--- src/rtl/ram_bist_sequencer_pkg.sv ---
// Shared definitions for the RAM BIST sequencer: FSM encoding and default RAM geometry
// (the same geometry the BIST and the RAM model use).
package ram_bist_sequencer_pkg;

  localparam int DEF_ADDR_W = 2;
  localparam int DEF_DATA_W = 3;

  typedef enum logic [2:0] {
    IDLE,
    FILL_SETUP,
    FILL_STROBE,
    FILL_HOLD,
    START,
    WAIT_RISE,
    RUN,
    DONE
  } state_t;

  function automatic int max_int(input int a, input int b);
    return (a > b) ? a : b;
  endfunction

endpackage

--- src/rtl/ram_bist_sequencer_if.sv ---
// Control, RAM-pin and BIST handshake bundle between the sequencer (master) and its
// surroundings (slave: requester, RAM pin mux and BIST engine).
interface ram_bist_sequencer_if
  import ram_bist_sequencer_pkg::*;
#(
  parameter int ADDR_W = DEF_ADDR_W,
  parameter int DATA_W = DEF_DATA_W
);

  logic              go;
  logic              busy;
  logic              done;
  logic              pass;
  logic              timeout;
  logic              ram_owner;
  logic [ADDR_W-1:0] ram_addr;
  logic [DATA_W-1:0] ram_data;
  logic              ram_cs;
  logic              ram_we;
  logic              ram_oe;
  logic              bist_start;
  logic              bist_marching;
  logic              bist_success;

  modport master (
    input  go, bist_marching, bist_success,
    output busy, done, pass, timeout,
    output ram_owner, ram_addr, ram_data, ram_cs, ram_we, ram_oe,
    output bist_start
  );

  modport slave (
    output go, bist_marching, bist_success,
    input  busy, done, pass, timeout,
    input  ram_owner, ram_addr, ram_data, ram_cs, ram_we, ram_oe,
    input  bist_start
  );

endinterface

--- src/rtl/ram_bist_sequencer_fill_pattern.sv ---
// Fill pattern generator: word(a) = SEED + a, wrapping modulo 2**DATA_W.
// Kept separate so a different preload pattern can be dropped in.
module ram_fill_pattern
  import ram_bist_sequencer_pkg::*;
#(
  parameter int                ADDR_W = DEF_ADDR_W,
  parameter int                DATA_W = DEF_DATA_W,
  parameter logic [DATA_W-1:0] SEED   = DATA_W'(1)
) (
  input  logic [ADDR_W-1:0] addr,
  output logic [DATA_W-1:0] word
);

  assign word = SEED + DATA_W'(addr);

endmodule

--- src/rtl/ram_bist_sequencer.sv ---
// RAM BIST sequencer: preloads every RAM word with a pattern, pulses the BIST start,
// then watches the march with a watchdog and latches pass/timeout.
module ram_bist_sequencer
  import ram_bist_sequencer_pkg::*;
#(
  parameter int                ADDR_W     = DEF_ADDR_W,
  parameter int                DATA_W     = DEF_DATA_W,
  parameter logic [DATA_W-1:0] SEED       = DATA_W'(1),
  parameter int                START_WAIT = 4,
  parameter int                RUN_MAX    = 64
) (
  input logic                  clk,
  input logic                  rst_n,
  ram_bist_sequencer_if.master bus
);

  localparam int                WD_W      = $clog2(max_int(START_WAIT, RUN_MAX)) + 1;
  localparam logic [ADDR_W-1:0] LAST_ADDR = '1;
  localparam logic [WD_W-1:0]   START_LIM = WD_W'(START_WAIT - 1);
  localparam logic [WD_W-1:0]   RUN_LIM   = WD_W'(RUN_MAX - 1);

  state_t            state_p0, state_nxt;
  logic [ADDR_W-1:0] addr_p0, addr_nxt;
  logic [WD_W-1:0]   wd_p0, wd_nxt;
  logic              pass_p0, pass_nxt;
  logic              tmo_p0, tmo_nxt;
  logic [DATA_W-1:0] word;
  logic              fill;

  ram_fill_pattern #(
    .ADDR_W (ADDR_W),
    .DATA_W (DATA_W),
    .SEED   (SEED)
  ) u_pattern (
    .addr (addr_p0),
    .word (word)
  );

  // ---- stage p0: control state, fill address, watchdog, result latches ----
  always_ff @(posedge clk or negedge rst_n) begin
    if (!rst_n) begin
      state_p0 <= IDLE;
      addr_p0  <= '0;
      wd_p0    <= '0;
      pass_p0  <= 1'b0;
      tmo_p0   <= 1'b0;
    end else begin
      state_p0 <= state_nxt;
      addr_p0  <= addr_nxt;
      wd_p0    <= wd_nxt;
      pass_p0  <= pass_nxt;
      tmo_p0   <= tmo_nxt;
    end
  end

  always_comb begin
    state_nxt = state_p0;
    addr_nxt  = addr_p0;
    wd_nxt    = wd_p0;
    pass_nxt  = pass_p0;
    tmo_nxt   = tmo_p0;
    case (state_p0)
      IDLE, DONE: begin
        if (bus.go) begin
          state_nxt = FILL_SETUP;
          addr_nxt  = '0;
          pass_nxt  = 1'b0;
          tmo_nxt   = 1'b0;
        end
      end
      FILL_SETUP:  state_nxt = FILL_STROBE;
      FILL_STROBE: state_nxt = FILL_HOLD;
      FILL_HOLD: begin
        // The increment wraps the counter back to 0 after the last word.
        addr_nxt  = addr_p0 + 1'b1;
        state_nxt = (addr_p0 == LAST_ADDR) ? START : FILL_SETUP;
      end
      START: begin
        state_nxt = WAIT_RISE;
        wd_nxt    = '0;
      end
      WAIT_RISE: begin
        if (bus.bist_marching) begin
          state_nxt = RUN;
          wd_nxt    = '0;
        end else if (wd_p0 == START_LIM) begin
          state_nxt = DONE;
          pass_nxt  = 1'b0;
          tmo_nxt   = 1'b1;
        end else begin
          wd_nxt = wd_p0 + 1'b1;
        end
      end
      RUN: begin
        if (!bus.bist_marching) begin
          state_nxt = DONE;
          pass_nxt  = bus.bist_success;
          tmo_nxt   = 1'b0;
        end else if (wd_p0 == RUN_LIM) begin
          state_nxt = DONE;
          pass_nxt  = 1'b0;
          tmo_nxt   = 1'b1;
        end else begin
          wd_nxt = wd_p0 + 1'b1;
        end
      end
      default: state_nxt = IDLE;
    endcase
  end

  assign fill = (state_p0 == FILL_SETUP) || (state_p0 == FILL_STROBE) ||
                (state_p0 == FILL_HOLD);

  // ---- stage p1: registered outputs decoded from the p0 state ----
  always_ff @(posedge clk or negedge rst_n) begin
    if (!rst_n) begin
      bus.busy       <= 1'b0;
      bus.done       <= 1'b0;
      bus.pass       <= 1'b0;
      bus.timeout    <= 1'b0;
      bus.ram_owner  <= 1'b0;
      bus.ram_addr   <= '0;
      bus.ram_data   <= '0;
      bus.ram_cs     <= 1'b0;
      bus.ram_we     <= 1'b0;
      bus.ram_oe     <= 1'b0;
      bus.bist_start <= 1'b0;
    end else begin
      bus.busy       <= (state_p0 != IDLE) && (state_p0 != DONE);
      bus.done       <= (state_p0 == DONE);
      bus.pass       <= pass_p0;
      bus.timeout    <= tmo_p0;
      bus.ram_owner  <= fill;
      bus.ram_addr   <= fill ? addr_p0 : '0;
      bus.ram_data   <= fill ? word : '0;
      bus.ram_cs     <= fill;
      bus.ram_we     <= (state_p0 == FILL_STROBE);
      bus.ram_oe     <= 1'b0;
      bus.bist_start <= (state_p0 == START);
    end
  end

endmodule

--- src/flat_wrapper.sv ---
// flat-port wrapper written by rule: the top's interface ports become plain ports
module ram_bist_sequencer_flat import ram_bist_sequencer_pkg::*;
#(
  parameter int                ADDR_W     = DEF_ADDR_W,
  parameter int                DATA_W     = DEF_DATA_W,
  parameter logic [DATA_W-1:0] SEED       = DATA_W'(1),
  parameter int                START_WAIT = 4,
  parameter int                RUN_MAX    = 64
)
  (clk, rst_n, bus_go, bus_bist_marching, bus_bist_success, bus_busy, bus_done, bus_pass, bus_timeout, bus_ram_owner, bus_ram_addr, bus_ram_data, bus_ram_cs, bus_ram_we, bus_ram_oe, bus_bist_start);
  ram_bist_sequencer_if #(.ADDR_W(ADDR_W), .DATA_W(DATA_W)) bus_i ();
  input logic clk;
  input logic rst_n;
  input wire logic [$bits(bus_i.go)-1:0] bus_go;
  input wire logic [$bits(bus_i.bist_marching)-1:0] bus_bist_marching;
  input wire logic [$bits(bus_i.bist_success)-1:0] bus_bist_success;
  output wire logic [$bits(bus_i.busy)-1:0] bus_busy;
  output wire logic [$bits(bus_i.done)-1:0] bus_done;
  output wire logic [$bits(bus_i.pass)-1:0] bus_pass;
  output wire logic [$bits(bus_i.timeout)-1:0] bus_timeout;
  output wire logic [$bits(bus_i.ram_owner)-1:0] bus_ram_owner;
  output wire logic [$bits(bus_i.ram_addr)-1:0] bus_ram_addr;
  output wire logic [$bits(bus_i.ram_data)-1:0] bus_ram_data;
  output wire logic [$bits(bus_i.ram_cs)-1:0] bus_ram_cs;
  output wire logic [$bits(bus_i.ram_we)-1:0] bus_ram_we;
  output wire logic [$bits(bus_i.ram_oe)-1:0] bus_ram_oe;
  output wire logic [$bits(bus_i.bist_start)-1:0] bus_bist_start;
  assign bus_i.go = bus_go;
  assign bus_i.bist_marching = bus_bist_marching;
  assign bus_i.bist_success = bus_bist_success;
  assign bus_busy = bus_i.busy;
  assign bus_done = bus_i.done;
  assign bus_pass = bus_i.pass;
  assign bus_timeout = bus_i.timeout;
  assign bus_ram_owner = bus_i.ram_owner;
  assign bus_ram_addr = bus_i.ram_addr;
  assign bus_ram_data = bus_i.ram_data;
  assign bus_ram_cs = bus_i.ram_cs;
  assign bus_ram_we = bus_i.ram_we;
  assign bus_ram_oe = bus_i.ram_oe;
  assign bus_bist_start = bus_i.bist_start;
  ram_bist_sequencer #(.ADDR_W(ADDR_W), .DATA_W(DATA_W), .SEED(SEED), .START_WAIT(START_WAIT), .RUN_MAX(RUN_MAX)) u_core (.clk(clk), .rst_n(rst_n), .bus(bus_i));
endmodule
--- config.mk ---
export PLATFORM = sky130hd
export DESIGN_NAME = ram_bist_sequencer_flat
export DESIGN_NICKNAME = d
export VERILOG_FILES = /design/src/rtl/ram_bist_sequencer_pkg.sv /design/src/rtl/ram_bist_sequencer_if.sv /design/src/rtl/ram_bist_sequencer_fill_pattern.sv /design/src/rtl/ram_bist_sequencer.sv /design/src/flat_wrapper.sv
export SDC_FILE = /design/constraint.sdc
export NUM_CORES = 1
export LEC_CHECK = 0
export CAP_MARGIN = 25
export CORE_AREA = 10 10 54 65
export DETAILED_ROUTE_END_ITERATION = 6
export DIE_AREA = 0 0 64 75
export HOLD_SLACK_MARGIN = 0.1
export PLACE_DENSITY = 0.82
export SETUP_SLACK_MARGIN = 0.1
export SLEW_MARGIN = 40
export SYNTH_ARGS = -nofsm -noshare
export SYNTH_HDL_FRONTEND = slang
export SYNTH_SLANG_ARGS = --single-unit
--- constraint.sdc ---
create_clock -name clk -period 2.8 [get_ports clk]
set_input_delay 0.42 -clock clk [delete_from_list [all_inputs] [get_ports clk]]
set_output_delay 0.42 -clock clk [all_outputs]
set_load 0.02 [all_outputs]
Yosys cells after proc, flatten, opt, wreduce, memory -nomap -nowiden
Index checks and enable logic that the tools add are counted. Widths: inputs -> output; s select.

Add/sub/neg operators: 3. Equality and inequality tests: 19. Mux-type cells: 27. Reductions and logical operators: 13.

Operators by type and width (count): $mux 7 (4); $mux 3 (7); $pmux 3 s7 (1); $pmux 7 s3 (1); $eq 3x3->1 const B (4); $mux 1 (9); $reduce_bool 3->1 (3); $ne 2x2->1 const B (4); $add 7x1->7 const B (1); $eq 7x2->1 const B (1); $eq 7x6->1 const B (1); $eq 3x2->1 const B (2); $ne 3x2->1 const B (2); $ne 3x3->1 const B (2); $pmux 1 s3 (2); $reduce_and 5->1 (1); $mux 2 (2); $pmux 2 s2 (1); $reduce_and 4->1 (1); $add 1x2->3 const A (1); $eq 3x1->1 const B (1); $logic_not 3->1 (1); $reduce_and 3->1 (1); $add 2x1->2 const B (1); other kinds (7) (8).

Register bits after elaboration: 26. Input bits: 5. Output and inout bits: 14.

Logic depth before layout (Yosys ltp)
Gate-level depths: netlist of run 1.

Depth in word-level cells: 4. Gate-level depth with buffers: 6. Mapped depth without buffers: 6.

Hierarchy
Synthesis of run 1 repeated with hierarchy kept, for this count alone.

Cell total of the unflattened synthesis: 119. Area, all modules: 1242.4 µm².

Modules (own cells, without submodules): ram_bist_sequencer (times used 1, cells each 117, area an instance 1226.2 µm²); ram_fill_pattern (times used 1, cells each 2, area an instance 16.3 µm²).

Least setup slack after synthesis of run 1
OpenSTA, ideal clock, no wires.

Kind: reg2reg. Start: register u_core.wd_p0[0]. End: register u_core.tmo_p0. Setup time: 125 ps. Data arrival time: 1791 ps. Required time: 2675 ps. Slack: 884 ps. Cell stages (with the launch flop): 6. Path buffers: 0. Period minus slack after synthesis: 1916 ps. Path through: dfrtp_1 > ha_1 > or4b_4 > o21ai_1 > or3b_4 > mux2_4.

Longest elaborated chain between the ends: 3. Elaborated cells on any way between the ends: 5.

Ends and longest elaborated chain: start: declaration (line ram_bist_sequencer.sv:24) `logic [WD_W-1:0] wd_p0, wd_nxt;`; start signal: assignment (line ram_bist_sequencer.sv:50) `wd_p0 <= wd_nxt;`; $eq 7x6->1 / $eq 7x2->1 (equally long branches) (line ram_bist_sequencer.sv:99, ram_bist_sequencer.sv:86); $ne 3x2->1 (no source line) / $ne 2x1->1 (equally long branches); $reduce_and 5->1 (no source line) (*); end signal: assignment (line ram_bist_sequencer.sv:52) `tmo_p0 <= tmo_nxt;`; end: declaration (line ram_bist_sequencer.sv:26) `logic tmo_p0, tmo_nxt;`.

Mark *: on every way between the ends. The rest lies on a longest branch, timed or not. A chain may end at the register's enable or synchronous reset.

Final worst setup path of run 1
Start: register u_core.state_p0[1]. End: register u_core.tmo_p0.

Longest elaborated chain between the ends: 4. Elaborated cells on any way between the ends: 12.

Ends and longest elaborated chain: start: declaration (line ram_bist_sequencer.sv:22) `state_t state_p0, state_nxt;`; start signal: assignment (line ram_bist_sequencer.sv:48) `state_p0 <= state_nxt;`; $eq 3x3->1 / $logic_not 3->1 (equally long branches) (line ram_bist_sequencer.sv:62) `case (state_p0)`; $reduce_or 2->1 (line ram_bist_sequencer.sv:62); $ne 2x2->1 (no source line) / $reduce_bool 3->1 (equally long branches); $reduce_and 5->1 (no source line).

Several ways; a longest one is shown, not always the timed one.

==> results.md, run 1 <==
- Simple-gate portion of the synthesized area: 0.242
- DP Cell Count: 165
- # IOs: 19
- Final Hold Viols: 0
- Worst path bufs/invs: 0
- Setup CP Type: reg -> reg
- Crit path capture type: flip-flop
- Finish-stage setup viols: 0
- Ys Warns: 0
- Non-filler cells, final: about 170
- Cell Rows: 19
- Combinational share of power: 0.447
- Antenna cells: 0
- Root buf cell: clkbuf_4
- Clk_skew: 0.00952 ns
- CTS resizes: 0
- First-pass GRT wire length: 4080 microns
- TritonCTS clock tree: built
- Post-layout minimum cycle time: 2.19 ns
- Largest family of logic cells by synthesized area: simple AND/OR/NAND/NOR gates
- Crit-path cells: nor3_1 > nor2_1 > or3b_4 > mux2_4
- Fraction of layout cells with a size suffix above 1: 0.0725
- LEAKAGE: 0.636 nW
- Pin count of the biggest net entering global routing: 27
- Vias/cell: 5.58
- CP delay by family, top: simple AND/OR/NAND/NOR gates
- Hold-fix buffers at CTS: 0
- Final net count: 146
- Clock network fraction of total power: 0.163
- # Max-Cap Violations: 0
- Part of the cycle the worst path needs: 0.782
- Fin. max-slew vios: 0
- Die width: between 60 and 70 microns
- Worst Setup Start Kind: flip-flop
- CP max stage cell: nor3_1
- Synth Area in XOR/XNOR: 0.0359
- Worst-path clk slew: roughly 0.14 ns
- Initial antenna violation count: 0
- Routed Antenna Nets: 0
- Outcome: finished clean
- TritonRoute pass-1 iters: 4
- Final WL: 2360 microns
- Tot Pwr: 1.55 mW
- Max Fclk: ~460 MHz
- GP Congestion: 0.821
- Post-synthesis mux area share: 0.0205
- Sw Share: 0.383
- Slew headroom: 0.486
- Avg WL per Cell: 13.9 microns
- Register area share after synthesis: 0.533
- Synth cell types: 35
- Switch Pwr: between 0.5 and 0.6 mW
- Synth Flop Type: dfrtp_1
- Gr usage total: 0.103
- Vias: roughly 940
- Syn Inst Count: 121
- Synth Net Count: 128
- Worst vdd ir: 0.629 mV
- Internal: 0.958 mW
- Input/output buffers: 17
- Synth Area in Compound Gates: 0.108
- Starting density of the core: 0.540
- CP required: 3.02 ns
- Num CTS Buffers: 3
- Post-synth ARST share: 1.00
- Seq pwr share: 0.389
- Hold Path Class: reg -> reg
- Worst Tran Pin Value: 0.764 ns
- Adder-Cell Fraction of Synth Area: 0.0205
- Gr ovfl total: 0
- First-iteration detailed-routing DRC count: 30
- Drt drc: 0
- Clock buffer depth: 2
- Avg Cell Area, Syn: 10.1 sq um
- RSZ-0062 raised after global routing: false
- Post-synthesis register bit count: 26
- TNS Setup: 0 ns
- Number of enable flip-flop cells after synthesis: 0
- Area delta synth->final: 20.2%
- DIE HEIGHT: 75 microns
- PwrDens: 1060 nW/um^2
- CP arrival: 2.41 ns
- Cell area after synthesis: 1220 sq um
- Slowest stage delay, CP: about 0.58 ns
- Worst skew pair latency: 0.32 ns
- Vias in the first global route: 942
- Critical Path Fanout Max: 14
- Hpwl dp: 1760 microns
- Htree depth: 1
- Core ar.: 2260 sq um
- Post-CTS Setup Bufs: 0
- CTS Sinks: 26
- DIE AREA: 4800 sq um
area by class of cell:
| cell class | count | area [sq um] |
|---|---|---|
| inverters | 4 | 15.0 |
| multi-input cells | 85 | 524 |
| clock buffers | 3 | 22.5 |
| repair buffers | 19 | 185 |
| fillers | 194 | 792 |
| clock inverters | 1 | 30.0 |
| flip-flops and latches | 26 | 651 |
| well taps | 31 | 38.8 |
Yosys cell counts, types with 3 or more instances:
library cell	n	area share
o21ai_0	6	0.025
and2_1	3	0.015
nor2_1	18	0.055
nand2b_1	3	0.015
nand2_1	7	0.022
a21oi_1	5	0.021
inv_1	4	0.012
xnor2_1	4	0.029
clkbuf_1	4	0.012
nor4_1	3	0.015
dfrtp_1	26	0.53
nor3_1	7	0.029
power groups by stage:
stage / sequential [mW] / clock, mW / combinational (mW)
after floorplan: 0.643 / 0 / 0.423
after global placement: 0.603 / 0 / 0.680
after detailed placement: 0.613 / 0 / 0.697
after CTS: 0.604 / 0.260 / 0.701
after global routing: 0.624 / 0.275 / 0.770
final: 0.605 / 0.254 / 0.695
worst reg2reg max path, stage by stage, from the launching register on:
cell	delay, ns
dfrtp_1	0.55
nor3_1	0.58
nor2_1	0.20
or3b_4	0.45
mux2_4	0.30
kinds of logic after synthesis:
group	after synthesis
XOR/XNOR	5
flip-flops	26
multiplexers	2
other	1
adder cells (fa/ha/maj)	2
AO/OA/AOI/OAI	21
buffers and inverters	10
AND/OR/NAND/NOR	54
worst paths after layout:
check                                          startpoint                              to  slack [ns]  cells after the start
setup / recovery           u_core.state_p0[1]$_DFFE_PN0P_       u_core.tmo_p0$_DFFE_PN0P_        0.61                      4
hold / removal                 u_core.pass_p0$_DFFE_PN0P_       u_core.bus.pass$_DFF_PN0_        0.39                      0
setup reg to reg           u_core.state_p0[1]$_DFFE_PN0P_       u_core.tmo_p0$_DFFE_PN0P_        0.61                      4
hold reg to reg                u_core.pass_p0$_DFFE_PN0P_       u_core.bus.pass$_DFF_PN0_        0.39                      0
max in group asynchronous                           rst_n     u_core.wd_p0[2]$_DFFE_PN0P_        2.12                      2
min in group asynchronous                           rst_n  u_core.state_p0[0]$_DFFE_PN0P_        0.44                      2
per-stage QoR:
| step | hold WS, ns | instance area (sq um) | setup WS (ns) | utilization |
|---|---|---|---|---|
| after global placement | 0.369 | 1410 | 0.411 | 0.626 |
| final | 0.393 | 1470 | 0.610 | 0.649 |
| after global routing | 0.408 | 1470 | 0.502 | 0.649 |
| after CTS | 0.398 | 1470 | 0.621 | 0.649 |
| after detailed placement | 0.367 | 1410 | 0.374 | 0.626 |
| after floorplan | 0.124 | 1220 | 0.884 | - |
flip-flops by register name, summed over array words and instances, names as in the netlist:
name	flops
u_core.bus.ram_addr	2
u_core.bus.bist_start	1
u_core.bus.pass	1
u_core.state_p0	3
u_core.bus.busy	1
u_core.wd_p0	7
u_core.bus.ram_data	3
u_core.bus.ram_we	1
u_core.bus.timeout	1
u_core.bus.ram_owner	1
u_core.addr_p0	2
u_core.pass_p0	1
u_core.bus.done	1
u_core.tmo_p0	1
metal layers:
metal	vias to the layer above	share of wire	GRT usage
met3	5	0.072	0.0341
met1	452	0.40	0.105
met2	29	0.51	0.189
met5	-	0	0
met4	0	0.014	0.0462
li1	457	-	-
placed cells by master (no fill, tap or decap), drive strengths merged, types with 4 or more instances in the layout:
cell	instances
a21oi	5
dfrtp	26
xnor2	4
nor2	18
o21ai	7
inv	4
nand2	7
clkdlybuf4s50	17
nor3	7
(Power assumes the default switching activity.)
==> run 2, diff against run 1 <==
--- a/config.mk
+++ b/config.mk
@@ -6,11 +6,11 @@
 export NUM_CORES = 1
 export LEC_CHECK = 0
 export CAP_MARGIN = 25
-export CORE_AREA = 10 10 54 65
+export CORE_AREA = 10 10 56 67
 export DETAILED_ROUTE_END_ITERATION = 6
-export DIE_AREA = 0 0 64 75
+export DIE_AREA = 0 0 66 77
 export HOLD_SLACK_MARGIN = 0.1
-export PLACE_DENSITY = 0.82
+export PLACE_DENSITY = 0.77
 export SETUP_SLACK_MARGIN = 0.1
 export SLEW_MARGIN = 40
 export SYNTH_ARGS = -nofsm -noshare
==> constraint.sdc (replaced) <==
create_clock -name clk -period 2.15 [get_ports clk]
set_input_delay 0.3225 -clock clk [delete_from_list [all_inputs] [get_ports clk]]
set_output_delay 0.3225 -clock clk [all_outputs]
set_load 0.02 [all_outputs]
==> run 2 against run 1 <==
Effect of this change:
- clock power down 20%
- largest power group unchanged
- core utilization down 3.3 points
- first-iteration DRC count up 37%
- critical endpoint unchanged
==> results.md, run 2 (synthesis gave the netlist of run 1 again) <==
- Hpwl dp: 1850 microns (+5.1%)
- Hold Path Class: in -> async
- Part of the cycle the worst path needs: 0.930 (+0.148)
- Clk_skew: 0.00867 ns (-0.000854 ns)
- Root buf cell: clkbuf_4
- Final Core Density: 0.616 (-0.0331)
- Htree depth: 1 (unchanged)
- WL met3: 161 microns (-4.7%)
- CP arrival: 2.22 ns (-0.19 ns)
- # IOs: 19 (unchanged)
- TritonRoute pass-1 iters: 4 (unchanged)
- Most flop-heavy register: u_core.wd_p0
- Input/output buffers: 17 (unchanged)
- Max Fclk: 500 MHz (+9.5%)
- Post-Route M1 WL: 1060 microns (+11%)
- Final instance area: 1530 sq um (+4.1%)
- Num CTS Buffers: 3 (unchanged)
- Worst skew pair latency: 0.32 ns (about the same)
- Worst-path clk slew: 0.14 ns (about the same)
- Internal: 1.22 mW (+28%)
- Most common cell after layout, fill and taps aside: dfrtp_1
- Crit-path cells: ha_2 > or4b_4 > o21ai_2 > or3b_4 > mux2_4
- Combinational share of power: 0.526 (+0.079)
- Initial antenna violation count: 0 (unchanged)
- Routed Antenna Nets: 0 (unchanged)
- Die width: 66 microns (+3.1%)
- Gr ovfl total: 0 (unchanged)
- Core ar.: 2480 sq um (+9.7%)
- Vias/cell: 5.42 (-2.9%)
- DIE AREA: 5080 sq um (+5.9%)
- Clock network fraction of total power: 0.101 (-0.062)
- Slew headroom: 0.652 (+0.166)
- Slowest stage delay, CP: 0.48 ns (-0.10 ns)
- WL met2: 1230 microns (+2.8%)
- Pre-CTS WS: -0.0672 ns (-0.441 ns)
- Fraction of layout cells with a size suffix above 1: 0.150 (+0.0772)
- Worst Tran Pin Value: 0.518 ns (-0.246 ns)
- Worst Setup Start Kind: flip-flop
- TritonCTS clock tree: built
- RSZ-0062 raised after global routing: true
- Drt drc: 0 (unchanged)
- Critical Path Fanout Max: 3 (-11)
- Stages on the worst setup path: 5 (+1)
- Top Metal Used: met4
- Number of flip-flops in the largest register: 7 (unchanged)
- Outcome: finished clean
- Starting density of the core: 0.492 (-0.0477)
- LEAKAGE: 0.671 nW (+5.5%)
- Gr usage total: 0.100 (-0.00295)
- Hold_ws: 0.348 ns (-0.0447 ns)
- Post-layout minimum cycle time: 2.00 ns (-0.190 ns)
- Tot Pwr: 2.02 mW (+30%)
- Pin count of the biggest net entering global routing: 27 (unchanged)
- First-pass GRT wire length: 4260 microns (+4.4%)
- CP max stage cell: or4b_4
- CTS Sinks: 26 (unchanged)
- PwrDens: 1330 nW/um^2 (+25%)
- Final Hold Viols: 0 (unchanged)
- Worst r2r path cells: 5 (+1)
- Crit path capture type: flip-flop
- Finish-stage setup viols: 0 (unchanged)
- CP delay by family, top: simple AND/OR/NAND/NOR gates
- # Max-Cap Violations: 0 (unchanged)
- Setup WS post-layout: 0.151 ns (-0.460 ns)
- Setup CP Type: reg -> reg
- Sw Share: 0.396 (+0.0129)
- Worst path bufs/invs: 0 (unchanged)
- First-iteration detailed-routing DRC count: 41 (+37%)
- Cell Rows: 20 (+1)
- Final WL: 2480 microns (+5.2%)
- CP required: 2.38 ns (-0.64 ns)
- Vias in the first global route: 1003 (+6.5%)
- Final net count: 156 (+6.8%)
- Most frequent cells in the layout: dfrtp_1, nor2_1, clkdlybuf4s50_1
- Placed Area: 1480 sq um (+4.4%)
- R2R setup slack: 0.15 ns (-0.46 ns)
- DIE HEIGHT: 77 microns (+2.7%)
- Clock buffer depth: 2 (unchanged)
- Worst vdd ir: 0.621 mV (-1.1%)
- Vias: 975 (+3.4%)
- Antenna cells: 0 (unchanged)
- GP Congestion: 0.832 (+1.3%)
- Biggest regs: u_core.wd_p0 x7, u_core.bus.ram_data x3, u_core.state_p0 x3
- Non-filler cells, final: 180 (+6.5%)
- Switch Pwr: 0.801 mW (+35%)
- Area delta synth->final: 25.1%
- DP Cell Count: 175 (+6.1%)
- Fin. max-slew vios: 0 (unchanged)
- Avg WL per Cell: 13.8 microns (-1.2%)
- Seq pwr share: 0.373 (-0.016)
- TNS Setup: 0 ns (unchanged)
run 2: worst reg2reg max path: stages, from the launching register on:
cell	delay, ns
dfrtp_1	0.41
ha_2	0.19
or4b_4	0.48
o21ai_2	0.14
or3b_4	0.39
mux2_4	0.30
run 2: final timing paths:
path | to | startpoint
hold / removal | u_core.pass_p0$_DFFE_PN0P_ | rst_n
setup reg to reg | u_core.tmo_p0$_DFFE_PN0P_ | u_core.wd_p0[0]$_DFFE_PN0P_
setup / recovery | u_core.tmo_p0$_DFFE_PN0P_ | u_core.wd_p0[0]$_DFFE_PN0P_
max in group asynchronous | u_core.wd_p0[3]$_DFFE_PN0P_ | rst_n
hold reg to reg | u_core.bus.pass$_DFF_PN0_ | u_core.pass_p0$_DFFE_PN0P_
min in group clk | u_core.bus.pass$_DFF_PN0_ | u_core.pass_p0$_DFFE_PN0P_
run 2: power groups by stage:
| stage | logic (mW) | clock network [mW] | registers, mW |
|---|---|---|---|
| floorplan | 0.551 | 0 | 0.838 |
| finish | 1.07 | 0.204 | 0.755 |
| global route | 1.18 | 0.230 | 0.776 |
| detailed placement | 1.04 | 0 | 0.764 |
| CTS | 1.04 | 0.209 | 0.753 |
| global placement | 1.02 | 0 | 0.755 |
run 2: metal layers:
| layer | track usage | vias to the layer above |
|---|---|---|
| met5 | 0 | - |
| met4 | 0.0357 | 0 |
| met3 | 0.0262 | 4 |
| met2 | 0.174 | 30 |
| met1 | 0.112 | 470 |
| li1 | - | 471 |
run 2: repair_timing:
| action | 4_1_cts | 5_1_grt |
|---|---|---|
| setup endpoints to repair | 0 | 5 |
| setup buffers | 0 | 2 |
| gates resized for setup | 0 | 2 |
| hold buffers | 0 | 0 |
run 2: final cells by class:
class | instances | area [sq um]
repair buffers | 29 | 260
inverters | 4 | 15.0
well taps | 33 | 41.3
multi-input cells | 85 | 537
fillers | 203 | 951
flip-flops and latches | 26 | 651
clock buffers | 3 | 22.5
